### config.mk
export PLATFORM = sky130hd
export DESIGN_NAME = sn2bn_counter
export DESIGN_NICKNAME = d
export VERILOG_FILES = /design/src/rtl/sn_pkg.sv /design/src/rtl/sn_lane_counter.sv /design/src/rtl/sn2bn_counter.sv
export SDC_FILE = /design/constraint.sdc
export NUM_CORES = 1
export LEC_CHECK = 0
export BUFFER_PORTS_ARGS = -buffer_cell sky130_fd_sc_hd__clkbuf_2
export CAP_MARGIN = 25
export CORE_ASPECT_RATIO = 1.4
export CORE_MARGIN = 4
export CORE_UTILIZATION = 40
export CTS_CLUSTER_SIZE = 16
export DETAILED_ROUTE_END_ITERATION = 8
export PLACE_DENSITY = 0.62
export SLEW_MARGIN = 5
export SYNTH_ARGS = -nofsm -noshare
export SYNTH_HDL_FRONTEND = slang
export SYNTH_SLANG_ARGS = --single-unit
### constraint.sdc
create_clock -name i_clk_sn2bn -period 2.8 [get_ports i_clk_sn2bn]
set_clock_uncertainty 0.2 [all_clocks]
set_input_delay 0.14 -clock i_clk_sn2bn [delete_from_list [all_inputs] [get_ports i_clk_sn2bn]]
set_output_delay 0.14 -clock i_clk_sn2bn [all_outputs]
set_load 0.005 [all_outputs]
### src/rtl/sn_pkg.sv
// sn_pkg: definitions shared by the stochastic-number datapath blocks
// (binary-to-stream generator and stream-to-binary counter).
//   SN_LEN_DEF : default stream length in cycles
//   BN_W_DEF   : default binary result width
//   CNT_W_DEF  : width of a count that can hold 0..SN_LEN_DEF
//   sn2bn_state_t : converter FSM states
package sn_pkg;
  localparam int SN_LEN_DEF = 16;
  localparam int BN_W_DEF   = 4;
  localparam int CNT_W_DEF  = $clog2(SN_LEN_DEF + 1);

  typedef enum logic [1:0] {S_IDLE, S_ACC, S_HOLD} sn2bn_state_t;
  typedef logic [CNT_W_DEF-1:0] sn_cnt_t;
endpackage

### src/rtl/sn_lane_counter.sv
// sn_lane_counter: per-lane ones counter for one stochastic bit stream.
//   i_clk, i_rst_n : clock, async active-low reset
//   i_load         : first slot of a stream, count restarts at i_bit
//   i_add          : later slot, count accumulates i_bit
//   i_bit          : stream bit for this lane
//   o_val          : saturated value of the count including this cycle's bit
//   o_sat          : that count exceeded the o_val range
// o_val/o_sat are combinational from the next-count so the parent can
// capture the result in the same cycle the final bit arrives.
module sn_lane_counter #(
  parameter int SN_LEN = 16,
  parameter int BN_W   = 4
) (
  input  logic            i_clk,
  input  logic            i_rst_n,
  input  logic            i_load,
  input  logic            i_add,
  input  logic            i_bit,
  output logic [BN_W-1:0] o_val,
  output logic            o_sat
);
  localparam int CW = $clog2(SN_LEN + 1);
  localparam logic [31:0] MAXV = 32'((1 << BN_W) - 1);

  logic [CW-1:0] r_cnt;
  logic [CW-1:0] w_cnt_nxt;

  always_comb begin
    w_cnt_nxt = r_cnt;
    if (i_load)     w_cnt_nxt = CW'(i_bit);
    else if (i_add) w_cnt_nxt = r_cnt + CW'(i_bit);
  end

  always_ff @(posedge i_clk or negedge i_rst_n) begin
    if (!i_rst_n) r_cnt <= '0;
    else          r_cnt <= w_cnt_nxt;
  end

  always_comb begin
    o_sat = (32'(w_cnt_nxt) > MAXV);
    o_val = o_sat ? '1 : BN_W'(w_cnt_nxt);
  end
endmodule

### src/rtl/sn2bn_counter.sv
// sn2bn_counter: stochastic-to-binary converter. Counts ones in LANES
// parallel unipolar streams of up to SN_LEN bits and presents one saturated
// BN_W-bit value per lane through a valid/ready result register.
//   i_clk_sn2bn, i_rst_n_sn2bn : clock, async active-low reset
//   i_isgen   : stream qualifier, lane bits valid while high
//   i_sn_bit  : per-lane stream bits
//   i_ready   : consumer accepts the held result
//   o_valid   : result held until accepted
//   o_x_bn    : per-lane counted value
//   o_trunc   : result came from a stream shorter than SN_LEN
//   o_sat     : per-lane saturation flag
//   o_ovf     : sticky, a finished stream was dropped (result reg full)
module sn2bn_counter
  import sn_pkg::*;
#(
  parameter int LANES  = 4,
  parameter int SN_LEN = SN_LEN_DEF,
  parameter int BN_W   = BN_W_DEF
) (
  input  logic             i_clk_sn2bn,
  input  logic             i_rst_n_sn2bn,
  input  logic             i_isgen,
  input  logic             i_sn_bit [LANES],
  input  logic             i_ready,
  output logic             o_valid,
  output logic [BN_W-1:0]  o_x_bn [LANES],
  output logic             o_trunc,
  output logic [LANES-1:0] o_sat,
  output logic             o_ovf
);
  localparam int   CW       = $clog2(SN_LEN + 1);
  localparam logic ONE_SLOT = (SN_LEN == 1);

  sn2bn_state_t     r_state;
  logic [CW-1:0]    r_slot;
  logic             r_valid;
  logic [BN_W-1:0]  r_x [LANES];
  logic [LANES-1:0] r_sat;
  logic             r_trunc;
  logic             r_ovf;

  logic             w_start;
  logic             w_add;
  logic             w_last;
  logic             w_done_full;
  logic             w_done_trunc;
  logic             w_done;
  logic [BN_W-1:0]  w_val [LANES];
  logic [LANES-1:0] w_sat;

  assign w_start      = (r_state == S_IDLE) && i_isgen;
  assign w_add        = (r_state == S_ACC) && i_isgen;
  // slot counts bits already taken; the bit arriving now is slot r_slot+1
  assign w_last       = (r_slot == CW'(SN_LEN - 1));
  assign w_done_full  = (w_start && ONE_SLOT) || (w_add && w_last);
  // early drop of i_isgen: lane counts are unchanged, so the comb
  // next-count equals the held count and the same capture path works
  assign w_done_trunc = (r_state == S_ACC) && !i_isgen;
  assign w_done       = w_done_full || w_done_trunc;

  for (genvar g = 0; g < LANES; g++) begin : g_lane
    sn_lane_counter #(
      .SN_LEN (SN_LEN),
      .BN_W   (BN_W)
    ) u_cnt (
      .i_clk   (i_clk_sn2bn),
      .i_rst_n (i_rst_n_sn2bn),
      .i_load  (w_start),
      .i_add   (w_add),
      .i_bit   (i_sn_bit[g]),
      .o_val   (w_val[g]),
      .o_sat   (w_sat[g])
    );
  end

  // Stream FSM. HOLD absorbs an over-long i_isgen so a new stream can only
  // start after the qualifier has been low for a cycle.
  always_ff @(posedge i_clk_sn2bn or negedge i_rst_n_sn2bn) begin
    if (!i_rst_n_sn2bn) begin
      r_state <= S_IDLE;
      r_slot  <= '0;
    end else begin
      case (r_state)
        S_IDLE: begin
          if (i_isgen) begin
            r_slot  <= CW'(1);
            r_state <= ONE_SLOT ? S_HOLD : S_ACC;
          end
        end
        S_ACC: begin
          if (!i_isgen) begin
            r_state <= S_IDLE;
          end else begin
            r_slot <= r_slot + CW'(1);
            if (w_last) r_state <= S_HOLD;
          end
        end
        S_HOLD: begin
          if (!i_isgen) r_state <= S_IDLE;
        end
        default: r_state <= S_IDLE;
      endcase
    end
  end

  // Result register. An accept in the completion cycle frees the slot, so
  // the new result loads and valid stays high without overflow.
  always_ff @(posedge i_clk_sn2bn or negedge i_rst_n_sn2bn) begin
    if (!i_rst_n_sn2bn) begin
      r_valid <= 1'b0;
      r_sat   <= '0;
      r_trunc <= 1'b0;
      r_ovf   <= 1'b0;
      for (int k = 0; k < LANES; k++) r_x[k] <= '0;
    end else begin
      if (w_done) begin
        if (!r_valid || i_ready) begin
          r_valid <= 1'b1;
          r_sat   <= w_sat;
          r_trunc <= w_done_trunc;
          for (int k = 0; k < LANES; k++) r_x[k] <= w_val[k];
        end else begin
          r_ovf <= 1'b1;
        end
      end else if (r_valid && i_ready) begin
        r_valid <= 1'b0;
      end
    end
  end

  assign o_valid = r_valid;
  assign o_x_bn  = r_x;
  assign o_trunc = r_trunc;
  assign o_sat   = r_sat;
  assign o_ovf   = r_ovf;
endmodule
==> results <==
- After synthesis, the mean cell area works out to 11.13 um2.
- For this run, the total global-route usage over all layers was measured as 0.1425.
- Dividing the final minimum period by the clock period gives 0.8144.
- After floorplanning, the core was sized to cover 0.005863 mm2.
- Counting the fill cells in the layout gives 577.
- The measured slew at the worst slew-check pin is 628.0 ps.
- The analysis attributes to cell leakage a power of 0.001412 uW.
- Setup repair after global routing left no endpoint under its margin.
- The later pin in the worst-skew pair is clocked with a latency of 300 ps.
- Setup total negative slack on the finished layout was measured at 0 ps.
- The number of rows created at floorplan is 33.
- The async set-or-reset flop fraction in the synthesized netlist is 1.000.
- After detailed routing, the number of remaining DRC violations is 0.
- The startpoint type of the worst setup path is a flip-flop.
- The synthesized net count is 234.
- Of the synthesized area, sequential elements account for 0.5206.
- The cell type group with the largest total delay on the critical path is simple AND/OR/NAND/NOR gates.
- Dividing the detail-routed via count by the number of cells gives 5.194.
- The share of synthesized area in the top cell type comes to 0.5206.
- The min-delay analysis places its worst path in the category in -> reg.
- The number of top-level pins is 31.
- The clock passes through at most 2 buffers.
- Among all flip-flop cells after synthesis, the most frequent one is sky130_fd_sc_hd__dfrtp_1.
- The worst setup slack after layout is 519.7 ps.
- In the post-synthesis netlist, the cell with the most instances is sky130_fd_sc_hd__dfrtp_1.
- In this run the tool buffered the top-level ports with 30 buffer cells.
- Once the clock tree was built, the resizer swapped 0 gates to a different size.
- The detail-routed net length per standard cell is 14.24 um.
- The initial antenna violation count came to 0.
- The clock tree from TritonCTS is yes.
- The register bit count reported by yosys is 50.
- The overall power after layout is 1812 uW.
- Setup violations remaining at the end of the flow were counted as 0.
- The first-pass GRT wire length is 8142 um.
- The number of max-slew violations in the final report came to 0.
- The slowest library cell on the worst path is sky130_fd_sc_hd__nor3_4.
- The biggest cell delay along the critical path is 410 ps.
- The critical path endpoint category is a flip-flop.
- CTS placed an instance of sky130_fd_sc_hd__clkbuf_8 at the clock tree root.
- The number of antenna-violating nets in the routed design is 0.
- Entering global routing, the biggest net connects 28 pins.
- Global routing finished with a remaining overflow of 0.
- Routability-driven placement finished with a final weighted congestion of 0.7524.
- The number of setup buffers added after CTS is 0.
- STA puts the critical path data arrival time at 2270 ps.
- The post-synthesis cell count is 216.
- Traced cell by cell, the critical path runs through ha_1 -> and3_1 -> ha_1 -> nor2b_1 -> nor3_4 -> buf_12 -> mux2_2.
- The worst slew margin relative to its limit is 0.5813.
- In this run the power density over the cells is 652.9 mW/mm2.
- The yosys synthesis warning count is 0.
- The slack of the worst reg-to-reg path is 520 ps.
- For this design, the sink count on the clock tree is 50.
- The number of violations reported at the end of detailed-routing iteration 0 is 58.
- The run finished with clean final reports.
- In the final layout, the share of cells above drive strength 1 is 0.2638.
- Once detailed placement completed, the half-perimeter wirelength came to 3378 um.
- The number of distinct library cell variants in the gate-level netlist after synthesis is 39.
- The count of H-tree levels built during CTS is 2.
- For this block, the via count after detailed routing is 1,683.
- The count of maximum capacitance violations is 0.
- The floorplan step defined a die boundary enclosing 0.007331 mm2.
- The area of the multi-input gates is 0.001011 mm2.
- The number of instances in the placed design is 312.
- The peak supply drop is 0.3020 mV.
- The area growth from synthesis to layout is 15.46%.
- The final standard cell utilization of the core is 0.4733.
- Hold repair after CTS inserted 4 buffers.
- The area of all sequential standard cells is 0.001251 mm2.
- The post-route non-filler standard cell count is 324.
- By area the synthesized netlist is led by sky130_fd_sc_hd__dfrtp_1 52%, sky130_fd_sc_hd__ha_1 5.2%, sky130_fd_sc_hd__mux2i_1 3.7%, sky130_fd_sc_hd__o21ai_0 2.9%, sky130_fd_sc_hd__a31oi_1 2.9%.
- The post-placement setup slack is 525.8 ps.
- The iteration count of the initial detailed-routing pass is 4.
- Measured along the x axis, the die boundary spans 73.52 um.
- By count the netlist is led by 50 x sky130_fd_sc_hd__dfrtp_1, 14 x sky130_fd_sc_hd__inv_1, 14 x sky130_fd_sc_hd__nor2_1, 14 x sky130_fd_sc_hd__o21ai_0.
- The final period demand of the worst path is 2280 ps.
- The required time of the worst setup path is 2790 ps.
- The clock transition time at the flip-flop clock pins of the worst setup and hold paths is 90 ps.
- The library cell appearing most often on the critical path is sky130_fd_sc_hd__ha_1.
- The final hold violation count was 0.
- The net count of the finished layout is 271.
- The synthesized design spends more area on one cell type than any other, namely sky130_fd_sc_hd__dfrtp_1.
- The routed wire length is 4613 um.
- The synthesized netlist occupies a cell area of 0.002404 mm2.
- The worst setup path is of the reg -> reg kind.
- The number of CTS-inserted buffers is 5.
- The repair_antennas step left the layout with diodes totalling 0.
- The via count of the first global-routing pass was 1,732.
- The peak clock frequency supported by timing is 0.4385 GHz.
- For this configuration, the core starts out at a cell density of 0.4099.
- In this run the worst path has a maximum fanout of 21.
- The count of buffering cells on the critical path with inverters included is 1.
- The floorplan step set the die height to 99.72 um.
- The count of flip-flops with a built-in enable after synthesis is 0.
==> kinds of logic (layout without fill, tap and decap cells) <==
group	after synthesis	in the layout	synth area share
simple gates	61	61	0.1489
flops	50	50	0.5206
compound gates	46	46	0.1286
buf+inv	28	66	0.05882
mux	17	17	0.07652
fa+ha+maj	10	10	0.05206
xor+xnor	4	4	0.01457
==> path summary, 6_finish.rpt <==
check	start	endpoint	cells past startpoint
min in group asynchronous	i_rst_n_sn2bn	o_valid	2
worst min register to register	o_ovf	o_ovf	1
worst max-delay path	r_slot[0]	o_sat[0]	7
worst min-delay path	i_ready	o_ovf	3
worst max register to register	r_slot[0]	o_sat[0]	7
max in group asynchronous	i_rst_n_sn2bn	o_x_bn[13]	3
==> registers in the layout, indices dropped and copies added, names as in the netlist <==
signal and count:
g_lane.u_cnt.r_cnt 20, o_x_bn 16, r_slot 5, o_sat 4, r_state 2, o_ovf 1
o_trunc 1, o_valid 1
==> per-stage QoR <==
| step | hold WS [ps] | cell area [um2] |
|---|---|---|
| after global routing | 19.25 | 2775 |
| after CTS | 4.959 | 2775 |
| after detailed placement | -24.22 | 2625 |
| after global placement | -30.66 | 2625 |
| final | 13.92 | 2775 |
| after floorplan | -355.6 | 2404 |
==> where the power goes <==
group / internal (uW) / switching [uW] / leakage, uW
combinational: 204 / 189 / 0.000720
sequential: 846 / 91.2 / 0.000634
clock: 250 / 231 / 0.0000575
total: 1300 / 512 / 0.00141
==> placed cells by master (no fill, tap or decap), types with 5 or more instances in the layout <==
cell type and instances:
sky130_fd_sc_hd__a31oi_1 11, sky130_fd_sc_hd__dfrtp_1 50, sky130_fd_sc_hd__clkbuf_2 30, sky130_fd_sc_hd__a21o_1 7, sky130_fd_sc_hd__o21ai_0 14, sky130_fd_sc_hd__mux2_2 5, sky130_fd_sc_hd__nand2_1 11, sky130_fd_sc_hd__mux2i_1 9
sky130_fd_sc_hd__clkbuf_8 8, sky130_fd_sc_hd__inv_1 14, sky130_fd_sc_hd__buf_4 5, sky130_fd_sc_hd__ha_1 10, sky130_fd_sc_hd__or2_2 8, sky130_fd_sc_hd__nor2_1 14
==> worst min-delay path, stage by stage <==
cell                       delay [ps]
sky130_fd_sc_hd__clkbuf_2          80
sky130_fd_sc_hd__nor2b_1           90
sky130_fd_sc_hd__a21o_1           170
==> layout make-up <==
cell class,instances,share of cell area
well taps,70,0.03156
flip-flops and latches,50,0.4509
repair buffers,40,0.08927
multi-input cells,138,0.3643
clock buffers,8,0.03968
inverters,18,0.02435
==> metal layers <==
| metal | routed length, um | GRT usage | share of wire | up-vias |
|---|---|---|---|---|
| li1 | - | - | - | 834 |
| met1 | 1962 | 0.1761 | 0.43 | 820 |
| met2 | 2444 | 0.2425 | 0.53 | 22 |
| met3 | 130 | 0.02730 | 0.028 | 7 |
| met4 | 76 | 0.05160 | 0.016 | 0 |
| met5 | 0 | 0 | 0 | - |
(Power assumes the default switching activity.)
